<file path="config.mk">
export PLATFORM = sky130hd
export DESIGN_NAME = button_step_conditioner
export DESIGN_NICKNAME = d
export VERILOG_FILES = /design/src/rtl/button_step_conditioner.sv
export SDC_FILE = /design/constraint.sdc
export NUM_CORES = 1
export LEC_CHECK = 0
export ABC_AREA = 0
export ABC_CLOCK_PERIOD_IN_PS = 2250
export CAP_MARGIN = 15
export CORE_ASPECT_RATIO = 0.5
export CORE_MARGIN = 2
export CORE_UTILIZATION = 45
export DETAILED_ROUTE_END_ITERATION = 16
export GPL_ROUTABILITY_DRIVEN = 1
export PLACE_DENSITY_LB_ADDON = 0.08
export SLEW_MARGIN = 20
export SYNTH_ARGS = -nofsm -noshare
export SYNTH_HDL_FRONTEND = slang
export SYNTH_SLANG_ARGS = --single-unit
</file>
<file path="constraint.sdc">
create_clock -name clk_100mhz -period 2.25 [get_ports clk_100mhz]
set_input_delay 0.675 -clock clk_100mhz [delete_from_list [all_inputs] [get_ports clk_100mhz]]
set_output_delay 0.675 -clock clk_100mhz [all_outputs]
set_load 0.005 [all_outputs]
</file>
<file path="src/rtl/button_step_conditioner.sv">
// Button front-end: per-button sync, debounce, press-edge and auto-repeat, then a registered
// output stage that suppresses simultaneous left/right steps.
module button_step_conditioner #(
    parameter int unsigned DEBOUNCE_CYCLES = 1000000,
    parameter bit          REPEAT_EN       = 1'b1,
    parameter int unsigned REPEAT_DELAY    = 50000000,
    parameter int unsigned REPEAT_PERIOD   = 23000000
) (
    input  logic clk_100mhz,
    input  logic reset,
    input  logic btn_left,
    input  logic btn_right,
    output logic step_left,
    output logic step_right,
    output logic left_level,
    output logic right_level
);

    localparam int unsigned CntW   = $clog2(DEBOUNCE_CYCLES + 1);
    localparam int unsigned TmrMax = (REPEAT_DELAY > REPEAT_PERIOD) ? REPEAT_DELAY
                                                                    : REPEAT_PERIOD;
    localparam int unsigned TmrW   = $clog2(TmrMax + 1);

    localparam logic [CntW-1:0] CntLast    = CntW'(DEBOUNCE_CYCLES - 1);
    localparam logic [TmrW-1:0] DelayLast  = TmrW'(REPEAT_DELAY - 1);
    localparam logic [TmrW-1:0] PeriodLast = TmrW'(REPEAT_PERIOD - 1);

    typedef enum logic [1:0] {StIdle, StHold, StRepeat} state_e;

    logic [1:0] btn_raw;
    logic [1:0] level;
    logic [1:0] req;

    // Index 0 is the left button, index 1 the right button.
    assign btn_raw = {btn_right, btn_left};

    for (genvar b = 0; b < 2; b++) begin : g_btn
        logic [1:0]      sync_q;
        logic            level_q, level_d;
        logic [CntW-1:0] cnt_q, cnt_d;
        state_e          state_q, state_d;
        logic [TmrW-1:0] tmr_q, tmr_d;
        logic            req_d;

        always_ff @(posedge clk_100mhz) begin
            if (reset) begin
                sync_q  <= '0;
                level_q <= 1'b0;
                cnt_q   <= '0;
                state_q <= StIdle;
                tmr_q   <= '0;
            end else begin
                sync_q  <= {sync_q[0], btn_raw[b]};
                level_q <= level_d;
                cnt_q   <= cnt_d;
                state_q <= state_d;
                tmr_q   <= tmr_d;
            end
        end

        // Any disagreement shorter than DEBOUNCE_CYCLES restarts the count.
        always_comb begin
            level_d = level_q;
            cnt_d   = cnt_q;
            if (sync_q[1] == level_q) begin
                cnt_d = '0;
            end else if (cnt_q == CntLast) begin
                level_d = sync_q[1];
                cnt_d   = '0;
            end else begin
                cnt_d = cnt_q + 1'b1;
            end
        end

        always_comb begin
            state_d = state_q;
            tmr_d   = tmr_q;
            req_d   = 1'b0;
            case (state_q)
                StIdle: begin
                    if (level_q) begin
                        req_d   = 1'b1;
                        tmr_d   = '0;
                        state_d = StHold;
                    end
                end
                StHold: begin
                    if (!level_q) begin
                        state_d = StIdle;
                    end else if (REPEAT_EN && (tmr_q == DelayLast)) begin
                        req_d   = 1'b1;
                        tmr_d   = '0;
                        state_d = StRepeat;
                    end else begin
                        tmr_d = tmr_q + 1'b1;
                    end
                end
                StRepeat: begin
                    if (!level_q) begin
                        state_d = StIdle;
                    end else if (tmr_q == PeriodLast) begin
                        req_d = 1'b1;
                        tmr_d = '0;
                    end else begin
                        tmr_d = tmr_q + 1'b1;
                    end
                end
                default: state_d = StIdle;
            endcase
        end

        assign level[b] = level_q;
        assign req[b]   = req_d;
    end

    logic step_left_q, step_right_q;

    // Simultaneous requests cancel; the FSMs advance regardless so their timing is kept.
    always_ff @(posedge clk_100mhz) begin
        if (reset) begin
            step_left_q  <= 1'b0;
            step_right_q <= 1'b0;
        end else begin
            step_left_q  <= req[0] & ~req[1];
            step_right_q <= req[1] & ~req[0];
        end
    end

    assign step_left   = step_left_q;
    assign step_right  = step_right_q;
    assign left_level  = level[0];
    assign right_level = level[1];

endmodule

</file>
==> results.cfg, run 1 <==
[clock_network]
clock_sinks = 104
clock_latency_ns = 0.34
cts_buffers = 9
clockRootBuffer = clkbuf_16
path_clk_slew_ns = 0.07
cts_tree = done
htreeDepth = 3
cts_buffer_depth = 2

[sta]
hold_ws_ns = 0.439
finalCritPeriodShare = 0.975
rsz0062_at_grt = true
fmax_ghz = 0.456
worst_pin_slew_ns = 0.511
fin_worst_skew_ns = 0.00594
setup_viol = 0
maxSlewViolCount = 0
hold_viol_final = 0
period_needed_ns = 2.19
fin_setup_tns_ns = 0
relSlewSlack = 0.654
worst_slack_ns = 0.0553

[critical_path]
cp_top_family = simple AND/OR/NAND/NOR gates
crit_path_end_kind = register
worstPathMaxFanout = 8
worstReg2RegStart = g_btn[0].tmr_q[10]$_SDFFE_PP0P_
crit_buf_inv = 1
cp-start-kind = register
cpMaxStageDelayCell = or4b_4
crit_chain = or4b_4, or4_4, o211ai_4, and2_4, a21o_4, clkbuf_16, nor2_1
r2r_slack_ns = 0.06
slowest_delay_ns = 0.53
r2r-end = g_btn[0].tmr_q[17]$_SDFFE_PP0P_
ff2ff_path_depth = 7
criticalPathCategory = reg2reg
cp.arrival_ns = 2.43
cp.required_ns = 2.48

[power]
p_leak_nw = 2.07
power_density_mw_per_mm2 = 586
ir_drop_mv = 0.392
p_total_mw = 3.49

[floorplan]
ios = 8
chipWidth_um = 154
start_util = 0.460
die-area_mm2 = 0.0121
dieHeight_um = 78.8
fp.coreArea_mm2 = 0.0109
rows = 27

[detailed_routing]
drc = 0
via_per_inst = 5.07
drtIter0Drc = 172
antenna_left = 0
routed_wl_mm = 9.79
wl_per_cell_um = 12.4
vias = 4012
drt_first_pass_iters = 5

[place]
pre_cts_ws_ns = 0.0709
io_buffers = 7
dpl.hpwl_mm = 7.02
gp_congestion = 0.814

[yosys]
syn_area_per_cell_um2 = 8.56
ys_seq_elements = 104
yosys_warnings = 0
synth_top_area_cell = dfxtp_1
synth-edff-count = 0
yosysSeqAreaShare = 0.413
syn_nets = 604
synthCells = 588
synth_area_leaders = dfxtp_1, nor2_1, xor2_1, xnor2_1, nand3_1
syn_area_mm2 = 0.00504
synth-async-reset-ratio = 0
synth.distinct_cells = 60
synth_flop_cell = dfxtp_1
synth_top_area_share = 0.413

[global_routing]
grt-ovfl-total = 0
grt_pass1_vias = 3794
grtUsageTotal = 0.170
grt_max_degree = 26
grt_pass1_wl_mm = 17.2
antenna_found_initial = 0

[final_layout]
layout_common_cells = nor2_1, dfxtp_1, nand2_1
final_common_cell = nor2_1
fill_cells = 1053
layout.nets = 658
drive_gt1_frac = 0.131
diodes = 0
syn_to_final_growth_pct = 18.4

[worst_hold_path]
hold_end = g_btn[0].sync_q[1]$_SDFF_PP0_
holdPathStages = 1
hold_path_class = reg2reg
hold_start = g_btn[0].sync_q[0]$_SDFF_PP0_

[outcome]
outcome = finished clean

[run]
maxCapViolations = 0
cell usage after synthesis, types with 4 or more instances:
master and count:
nand4_1 21, o21ai_0 10, ha_1 12, a21oi_1 12, dfxtp_1 104, o31ai_1 6
a21o_1 4, nor2b_1 8, nor2_1 111, nand2_1 47, nand3_1 42, a22o_1 4
and4_1 6, mux2i_1 5, and2_1 5, nor3_1 10, xor2_1 46, nor4_1 10
a211oi_1 6, and3_1 10, or3_1 9, inv_1 13, clkbuf_1 8, xnor2_1 26
cell families (layout without fill, tap and decap cells):
family | count (synthesis) | in the layout | share of synthesized area
AND/OR/NAND/NOR | 309 | 309 | 0.308
flip-flops | 104 | 104 | 0.413
XOR/XNOR | 72 | 72 | 0.125
AO/OA/AOI/OAI | 59 | 59 | 0.0860
buffers and inverters | 27 | 86 | 0.0278
adder cells (fa/ha/maj) | 12 | 12 | 0.0298
multiplexers | 5 | 5 | 0.00994
through the flow:
step	utilization	instances	area, um2
after floorplan	-	588	5040
after global placement	0.510	773	5590
after detailed placement	0.510	773	5590
after CTS	0.538	789	5890
after global routing	0.545	792	5960
final	0.545	792	5960
flip-flops by register name, indices dropped and copies added, names as in the netlist:
| register | count |
|---|---|
| g_btn.cnt_q | 40 |
| g_btn.state_q | 4 |
| step_right | 1 |
| right_level | 1 |
| step_left | 1 |
| g_btn.sync_q | 4 |
| left_level | 1 |
| g_btn.tmr_q | 52 |
worst max-delay path by stage:
stage | from | end | slack (ns) | cells after the start
6_report | g_btn[0].tmr_q[10]$_SDFFE_PP0P_ | g_btn[0].tmr_q[17]$_SDFFE_PP0P_ | 0.06 | 7
3_3_place_gp | g_btn[0].tmr_q[10]$_SDFFE_PP0P_ | g_btn[0].tmr_q[3]$_SDFFE_PP0P_ | 0.1 | 7
3_5_place_dp | g_btn[0].tmr_q[10]$_SDFFE_PP0P_ | g_btn[0].tmr_q[3]$_SDFFE_PP0P_ | 0.07 | 7
4_1_cts | g_btn[0].tmr_q[10]$_SDFFE_PP0P_ | g_btn[0].tmr_q[9]$_SDFFE_PP0P_ | 0.06 | 7
5_1_grt | g_btn[0].tmr_q[10]$_SDFFE_PP0P_ | g_btn[0].tmr_q[3]$_SDFFE_PP0P_ | -0.02 | 7
2_1_floorplan | g_btn[0].tmr_q[10]$_SDFFE_PP0P_ | g_btn[0].tmr_q[18]$_SDFFE_PP0P_ | 0.03 | 8
routing by layer:
layer	up-vias	GRT usage	wire length [um]	part of all wire
met1	1822	0.227	5210	0.53
met4	0	0.0385	65	0.0066
li1	2163	-	-	-
met3	8	0.0409	207	0.021
met2	19	0.281	4310	0.44
met5	-	0	0	0
power breakdown:
group / leakage, nW / switching (mW) / internal [mW] / total [mW]
clock: 0.145 / 0.680 / 0.897 / 1.58
combinational: 1.09 / 0.0360 / 0.0323 / 0.0683
sequential: 0.839 / 0.00260 / 1.84 / 1.85
total: 2.07 / 0.719 / 2.77 / 3.49
cell type report:
cell class	instances	area, um2	area share
Timing Repair Buffer	57	500	0.0839
Tap cell	145	181	0.0304
Sequential cell	104	2080	0.349
Inverter	13	48.8	0.00818
Clock buffer	10	239	0.0401
Multi-Input combinational cell	457	2840	0.477
Clock inverter	6	67.6	0.0113
timing repair:
| action | in CTS | in global routing |
|---|---|---|
| setup endpoints to repair | 0 | 37 |
| hold buffers | 0 | 0 |
| gates resized for setup | 0 | 8 |
| buffers inserted | 0 | 2 |
No activity file was read; power rests on OpenSTA's default activity.
==> run 2: changes to the inputs <==
--- a/config.mk
+++ b/config.mk
@@ -11,8 +11,10 @@
 export CORE_ASPECT_RATIO = 0.5
 export CORE_MARGIN = 2
 export CORE_UTILIZATION = 45
+export CTS_BUF_LIST = sky130_fd_sc_hd__clkbuf_8
 export DETAILED_ROUTE_END_ITERATION = 16
 export GPL_ROUTABILITY_DRIVEN = 1
+export GPL_TIMING_DRIVEN = 0
 export PLACE_DENSITY_LB_ADDON = 0.08
 export SLEW_MARGIN = 20
 export SYNTH_ARGS = -nofsm -noshare
==> run 2 against run 1 <==
The run now ends with setup timing left. First-iteration DRC count grew 51%. Critical path type unchanged. Die area is the same. Flip-flop and latch count did not move. Largest power group unchanged. Sequential share of layout area grew 0.68 points.
==> results.cfg, run 2 (same netlist as run 1, synthesis figures left out) <==
[floorplan]
die-area_mm2 = 0.0121
rows = 27
fp.coreArea_mm2 = 0.0109
ios = 8
start_util = 0.460
chipWidth_um = 154
dieHeight_um = 78.8

[detailed_routing]
vias = 4021
drtIter0Drc = 260
drt_first_pass_iters = 4
antenna_left = 0
drc = 0
via_per_inst = 5.24
wl_per_cell_um = 13.4
routed_wl_mm = 10.3

[place]
gp_congestion = 0.755
dpl.hpwl_mm = 7.01
io_buffers = 7
pre_cts_ws_ns = -0.661

[critical_path]
criticalPathCategory = reg2reg
crit_buf_inv = 1
cpMaxStageDelayCell = or4_4
cp-start-kind = register
crit_chain = or4b_1, or4_4, o211ai_4, and2_4, a21o_4, clkbuf_16, nor2_2
cp.required_ns = 2.53
worstPathMaxFanout = 5
cp_top_family = simple AND/OR/NAND/NOR gates
crit_path_end_kind = register
cp.arrival_ns = 2.60
slowest_delay_ns = 0.59

[global_routing]
antenna_found_initial = 0
grt_pass1_vias = 3797
grt-ovfl-total = 0
grt_max_degree = 18
grt_pass1_wl_mm = 17.5
grtUsageTotal = 0.176

[power]
p_total_mw = 3.20
p_sw_mw = 0.700
power_density_mw_per_mm2 = 546
clockPowerShare = 0.400
p_comb_frac = 0.024
switching_share = 0.219
internal-power_mw = 2.50
p_leak_nw = 1.94
power_frac_seq = 0.576
ir_drop_mv = 0.253

[clock_network]
cts_buffers = 9
hold_buffers = 0
clockRootBuffer = clkbuf_8
cts_buffer_depth = 2
htreeDepth = 3
clock_latency_ns = 0.37
cts_tree = done
clock_sinks = 104
path_clk_slew_ns = 0.10

[final_layout]
drive_gt1_frac = 0.148
layout_common_cells = dfxtp_1, nor2_1, nand2_1
final_common_cell = dfxtp_1
largest_register_ffs = 52
reg_top3 = g_btn.tmr_q x52, g_btn.cnt_q x40
layout.nets = 635
diodes = 0
syn_to_final_growth_pct = 16.5
fin_util = 0.536
regMostFlops = g_btn.tmr_q

[sta]
rsz0062_at_grt = true
worst_pin_slew_ns = 0.668
hold_viol_final = 0
maxSlewViolCount = 0
period_needed_ns = 2.32
fin_worst_skew_ns = 0.0112
worst_slack_ns = -0.0685
fin_setup_tns_ns = -0.753
finalCritPeriodShare = 1.03
setup_viol = 22
relSlewSlack = 0.551
fmax_ghz = 0.431

[outcome]
violations = setup timing
outcome = finished, violations left

[worst_hold_path]
hold_path_class = reg2reg

[run]
maxCapViolations = 0
run 2: changes by cell type in the layout (fill, tap and decap cells not counted), moves of 5 or more:
cell       before  now
clkbuf_16      10    1
nor2_1        111   95
clkbuf_2        0    5
buf_4          46   11
clkbuf_8        1   10
nor2_2          0   14
run 2: timing repair:
action / in CTS / in global routing
buffers inserted: 8 / 5
cloned: 0 / 1
pin swaps: 13 / 11
resized for setup: 24 / 45
endpoints found under the setup margin: 70 / 90
run 2: area by class of cell:
| type | count | area (um2) |
|---|---|---|
| clock inverter | 6 | 92.6 |
| multi-input combinational | 457 | 3020 |
| tap | 145 | 181 |
| fill | 1063 | 5080 |
| sequential | 104 | 2090 |
| inverter | 13 | 48.8 |
| buffer | 13 | 90.1 |
| clock buffer | 9 | 124 |
| timing repair buffer | 21 | 216 |
run 2: worst reg2reg max path: cells and delay by family (launching register included):
kind	cells	cell delay (ns)
simple gates	4	1.33
buf+inv	1	0.17
flops	1	0.35
compound gates	2	0.38
run 2: power by group through the flow:
stage               Clock (mW)  Combinational (mW)  Sequential (mW)
finish                    1.28              0.0757             1.85
global route              1.41              0.0831             1.85
CTS                       1.33              0.0703             1.85
detailed placement           0              0.0618             1.89
global placement             0              0.0621             1.89
floorplan                    0              0.0400             1.89
run 2: per-stage QoR:
stage,instances,hold WS [ns],instance area (um2)
2_1_floorplan,588,0.414,5040
3_3_place_gp,740,0.419,5290
3_5_place_dp,740,0.438,5290
4_1_cts,763,0.459,5660
5_1_grt,768,0.471,5870
6_report,768,0.453,5870
run 2: path summary, 6_finish.rpt:
path / start / endpoint / slack (ns) / depth (start not counted)
setup reg to reg: g_btn[0].tmr_q[10]$_SDFFE_PP0P_ / g_btn[0].tmr_q[17]$_SDFFE_PP0P_ / -0.07 / 7
setup / recovery: g_btn[0].tmr_q[10]$_SDFFE_PP0P_ / g_btn[0].tmr_q[17]$_SDFFE_PP0P_ / -0.07 / 7
hold reg to reg: g_btn[1].sync_q[0]$_SDFF_PP0_ / g_btn[1].sync_q[1]$_SDFF_PP0_ / 0.45 / 1
hold / removal: g_btn[1].sync_q[0]$_SDFF_PP0_ / g_btn[1].sync_q[1]$_SDFF_PP0_ / 0.45 / 1
run 2: layer usage:
metal,GRT usage,wire [um],share of wire
met5,0,0,0
met4,0.0459,112,0.011
met3,0.0475,232,0.023
met2,0.287,4610,0.45
met1,0.234,5310,0.52
==> edit 1, RTL diff (settings of run 1) <==
Encoding of `state_e`: now one-hot (3 bits for 3 states).
--- a/src/rtl/button_step_conditioner.sv
+++ b/src/rtl/button_step_conditioner.sv
@@ -25,7 +25,7 @@
     localparam logic [TmrW-1:0] DelayLast  = TmrW'(REPEAT_DELAY - 1);
     localparam logic [TmrW-1:0] PeriodLast = TmrW'(REPEAT_PERIOD - 1);
 
-    typedef enum logic [1:0] {StIdle, StHold, StRepeat} state_e;
+    typedef enum logic [2:0] {StIdle = 3'b001, StHold = 3'b010, StRepeat = 3'b100} state_e;
 
     logic [1:0] btn_raw;
     logic [1:0] level;
Behaviour: no difference found for any inputs over 10 cycles, from zero or initial values and one cycle with reset high; not proved beyond that.
==> edit 1 against run 1 <==
The flow now finishes with violations (setup timing). First-iteration DRC count decreased by 33%. Wire length fell by 2.9%. Design area down 6.0%. Area after synthesis fell by 3.5%. Worst hold slack improved by 0.0062 ns. Power fell by 0.57%. Sequential share of layout area rose by 2.9 points. Setup slack worse by 0.094 ns. Sequential cell count increased by 2. Clock skew rose by 0.0027 ns. Critical path type unchanged. Critical endpoint is now step_left$_SDFF_PP0_. Largest cell class unchanged. Largest power group unchanged.
==> edit 1: results (changes against run 1) <==
Outcome - complete, but fails checks
Failing checks - setup timing
Setup slack at placement - -0.05302 ns (-0.1239 ns)
Vias - 3892 (-3.0%)
Met2 WL - 4280 µm (-0.77%)
Layout cells sized above 1 - 8.387% (-4.8 points)
VDD IR max - 0.3289 mV (-16%)
CP max FO - 9 (+1)
Clk_skew - 0.008651 ns (+0.002707 ns)
Synth top area cells - dfxtp_1, xnor2_1, nor2_1
DR WL met3 - 214 µm (+3.4%)
Post-synthesis sequential area ratio - 43.64% (+2.3 points)
HPWL after detailed placement - 6798 µm (-3.1%)
Leakage - 1.753 nW (-15%)
Post-Syn Nets - 587 (-2.8%)
WP data arrival - 2.52 ns (+0.09 ns)
Layout Nets - 624 (-5.2%)
Gpl congestion - 0.8000 (-1.8%)
Iteration-0 DRC Markers - 116 (-33%)
Fillers - 970 (-7.9%)
Final setup viols - 24 (+24)
First-pass GRT wire length - 16790 µm (-2.6%)
Final worst slack - -0.03901 ns (-0.09432 ns)
GRT Util Overall - 17.74% (+0.74 points)
Top post-synthesis cells by count - nor2_1, dfxtp_1, xnor2_1
Largest net degree at the start of global routing - 21 (-19%)
==> edit 1: cell types whose count changed after synthesis, moves of 5 or more <==
| cell | change |
|---|---|
| nor2_1 | +7 |
| o31ai_1 | -5 |
| nand3_1 | -11 |
| xnor2_1 | +31 |
| ha_1 | -8 |
| nor3_1 | +15 |
| xor2_1 | -23 |
==> edit 1: kinds of logic after synthesis <==
family	Yosys count	share of synthesized area, %
flops	106	43.64
xor+xnor	80	14.41
fa+ha+maj	4	1.029
compound gates	38	5.301
simple gates	321	32.68
mux	2	0.4118
buf+inv	28	2.522
==> edit 1: layout make-up <==
class	instances	area (µm²)	share of cell area (%)
clock inverter	2	37.54	0.6698
clock buffer	13	250.2	4.465
tap	140	175.2	3.126
sequential	106	2122	37.87
inverter	12	45.04	0.8038
timing repair buffer	42	356.6	6.363
multi-input combinational	445	2618	46.71
==> edit 1: final timing paths <==
path                                        start                           end  slack [ns]  cells after the start
setup / recovery  g_btn[1].tmr_q[21]$_SDFFE_PP0P_          step_left$_SDFF_PP0_       -0.04                      7
hold / removal       g_btn[1].cnt_q[0]$_SDFF_PP0_  g_btn[1].cnt_q[0]$_SDFF_PP0_        0.44                      1
setup reg to reg  g_btn[1].tmr_q[21]$_SDFFE_PP0P_          step_left$_SDFF_PP0_       -0.04                      7
hold reg to reg      g_btn[1].cnt_q[0]$_SDFF_PP0_  g_btn[1].cnt_q[0]$_SDFF_PP0_        0.44                      1
==> edit 1: power by group <==
group	internal [mW]	switching (mW)
combinational	0.0243	0.0290
sequential	1.88	0.00216
clock	0.889	0.648
total	2.79	0.679
==> edit 1: per-layer routing <==
metal  GRT usage [%]  vias to the layer above
met5               0                        -
met4           4.579                        0
met3           4.824                       10
met2           28.86                       25
met1           23.39                     1795
li1                -                     2062
==> edit 1: per-stage QoR <==
stage / power (mW) / TNS, ns / hold WS [ns] / instances / instance area (µm²)
floorplan: 1.955 / 0 / 0.4138 / 579 / 4862
global placement: 1.977 / 0 / 0.4291 / 744 / 5298
detailed placement: 1.978 / -0.6385 / 0.4365 / 744 / 5298
CTS: 3.525 / -0.1688 / 0.4461 / 760 / 5600
global route: 3.594 / -1.882 / 0.4582 / 760 / 5604
finish: 3.472 / -0.5084 / 0.4449 / 760 / 5604
==> edit 1: repair_timing <==
item	CTS	global route
gates resized for setup	2	1
setup endpoints to repair	24	26
setup buffers	1	0
==> edit 1: critical path, cell delays in order, from the launching register on <==
cell	delay, ns
dfxtp_1	0.31
or4b_1	0.53
or4_1	0.41
o41a_1	0.34
o21bai_4	0.21
o21bai_4	0.17
buf_6	0.16
nor3_1	0.06
==> edit 2, RTL diff (settings of run 1) <==
Made on the original files. The parameter `REPEAT_EN` goes from 1'b1 to 1'b0.
--- a/src/rtl/button_step_conditioner.sv
+++ b/src/rtl/button_step_conditioner.sv
@@ -2,7 +2,7 @@
 // output stage that suppresses simultaneous left/right steps.
 module button_step_conditioner #(
     parameter int unsigned DEBOUNCE_CYCLES = 1000000,
-    parameter bit          REPEAT_EN       = 1'b1,
+    parameter bit          REPEAT_EN       = 1'b0,
     parameter int unsigned REPEAT_DELAY    = 50000000,
     parameter int unsigned REPEAT_PERIOD   = 23000000
 ) (
Behaviour: no difference found for any inputs over 10 cycles, from zero or initial values and one cycle with reset high; that may be too few to reach the edited logic, so the function may still have changed.
==> edit 2 against run 1 <==
Power down 57%. Clock skew up 0.0021 ns. Largest power group unchanged. Design area down 60%. Final cell count down 59%. Highest routed layer unchanged. Setup slack better by 0.24 ns. Area after synthesis down 57%. Combinational power down 13%. Sequential share of layout area up 6.6 points. Wire length down 61%. Critical path type unchanged. Sequential cell count down 54. Worst hold slack better by 0.0094 ns. Via count down 58%. Die area down 55%. Largest cell class unchanged.
==> edit 2: results (changes against run 1) <==
Top post-synthesis cells by count - dfxtp_1, nor2_1, nand3_1
Root buf cell - clkbuf_8
Post-synthesis sequential area ratio - 46.27% (+4.9 points)
HP Class - reg2reg
Leakage - 0.7132 nW (-66%)
Synth top area cells - dfxtp_1, xor2_1, nor2_1
Layout Nets - 263 (-60%)
Post-Syn Nets - 252 (-58%)
Outcome - complete, no violations
CP max FO - 20 (+12)
Hold slack - 0.4481 ns (+0.009427 ns)
HPWL after detailed placement - 2695 µm (-62%)
First-pass GRT wire length - 6755 µm (-61%)
Vias/cell - 5.242 (+3.5%)
Slowest CP cell - or4_1
Cells after DPL - 314 (-59%)
Cell variety after synth - 29 (-52%)
Worst-skew pair later-pin latency - 0.30 ns (-0.04 ns)
Proportion of synthesized area in mux cells - 0% (-0.99 points)
Cells after Synth - 244 (-59%)
Vias in the first global route - 1595 (-58%)
Max_slew headroom - 75.37% (+10 points)
Area after DPL - 2316 µm² (-59%)
Iteration-0 DRC Markers - 35 (-80%)
Worst r2r path cells - 5 (-2)
WP data arrival - 2.13 ns (-0.30 ns)
GRT Util Overall - 16.15% (-0.85 points)
Detailed Routing Iterations Pass 1 - 4 (-1)
Post-synthesis adder-cell area fraction - 2.313% (-0.67 points)
Post-Synth XOR/XNOR Area - 10.93% (-1.6 points)
Layout cells sized above 1 - 5.078% (-8.1 points)
Largest net degree at the start of global routing - 21 (-19%)
Final Non-Filler Cells - 322 (-59%)
Max incr delay on CP - 0.51 ns (-0.02 ns)
Post-synthesis compound-gate area fraction - 8.444% (-0.15 points)
Gpl congestion - 0.8221 (+0.96%)
Fin crit period - 1.951 ns (-0.2441 ns)
VDD IR max - 0.2616 mV (-33%)
Setup slack at placement - 0.3099 ns (+0.2390 ns)
WL/cell - 11.88 µm (-3.9%)
edit 2: power by group:
part           switching, mW  internal (mW)  total, mW
sequential            0.0112          0.903      0.914
combinational         0.0294         0.0301     0.0595
clock                  0.287          0.247      0.535
total                  0.328           1.18       1.51
edit 2: layout make-up:
| cell class | count | area, µm² |
|---|---|---|
| fillers | 442 | 2098 |
| multi-input cells | 177 | 1095 |
| flip-flops and latches | 50 | 1001 |
| repair buffers | 11 | 100.1 |
| clock buffers | 6 | 82.58 |
| well taps | 66 | 82.58 |
| inverters | 10 | 37.54 |
| clock inverters | 2 | 12.51 |
edit 2: worst max-delay path, delay by kind of cell, from the launching register on:
family          cells  cell delay, ns
buf+inv             1            0.25
flops               1            0.35
compound gates      1            0.14
simple gates        3            1.10
edit 2: cell families (layout without fill, tap and decap cells):
group | Yosys count | in the layout
simple gates | 114 | 114
flops | 50 | 50
fa+ha+maj | 4 | 4
compound gates | 32 | 32
buf+inv | 17 | 29
xor+xnor | 27 | 27
edit 2: per-layer routing:
metal  GRT usage, %  routed length (µm)
met4          5.333                  37
met2          27.85                1700
met3          4.756                 109
met1          19.60                1979
met5              0                   0
edit 2: worst paths after layout:
check | start | end
worst max-delay path | g_btn[1].cnt_q[11]$_SDFF_PP0_ | g_btn[1].cnt_q[12]$_SDFF_PP0_
worst min-delay path | g_btn[1].sync_q[0]$_SDFF_PP0_ | g_btn[1].sync_q[1]$_SDFF_PP0_
worst max register to register | g_btn[1].cnt_q[11]$_SDFF_PP0_ | g_btn[1].cnt_q[12]$_SDFF_PP0_
worst min register to register | g_btn[1].sync_q[0]$_SDFF_PP0_ | g_btn[1].sync_q[1]$_SDFF_PP0_
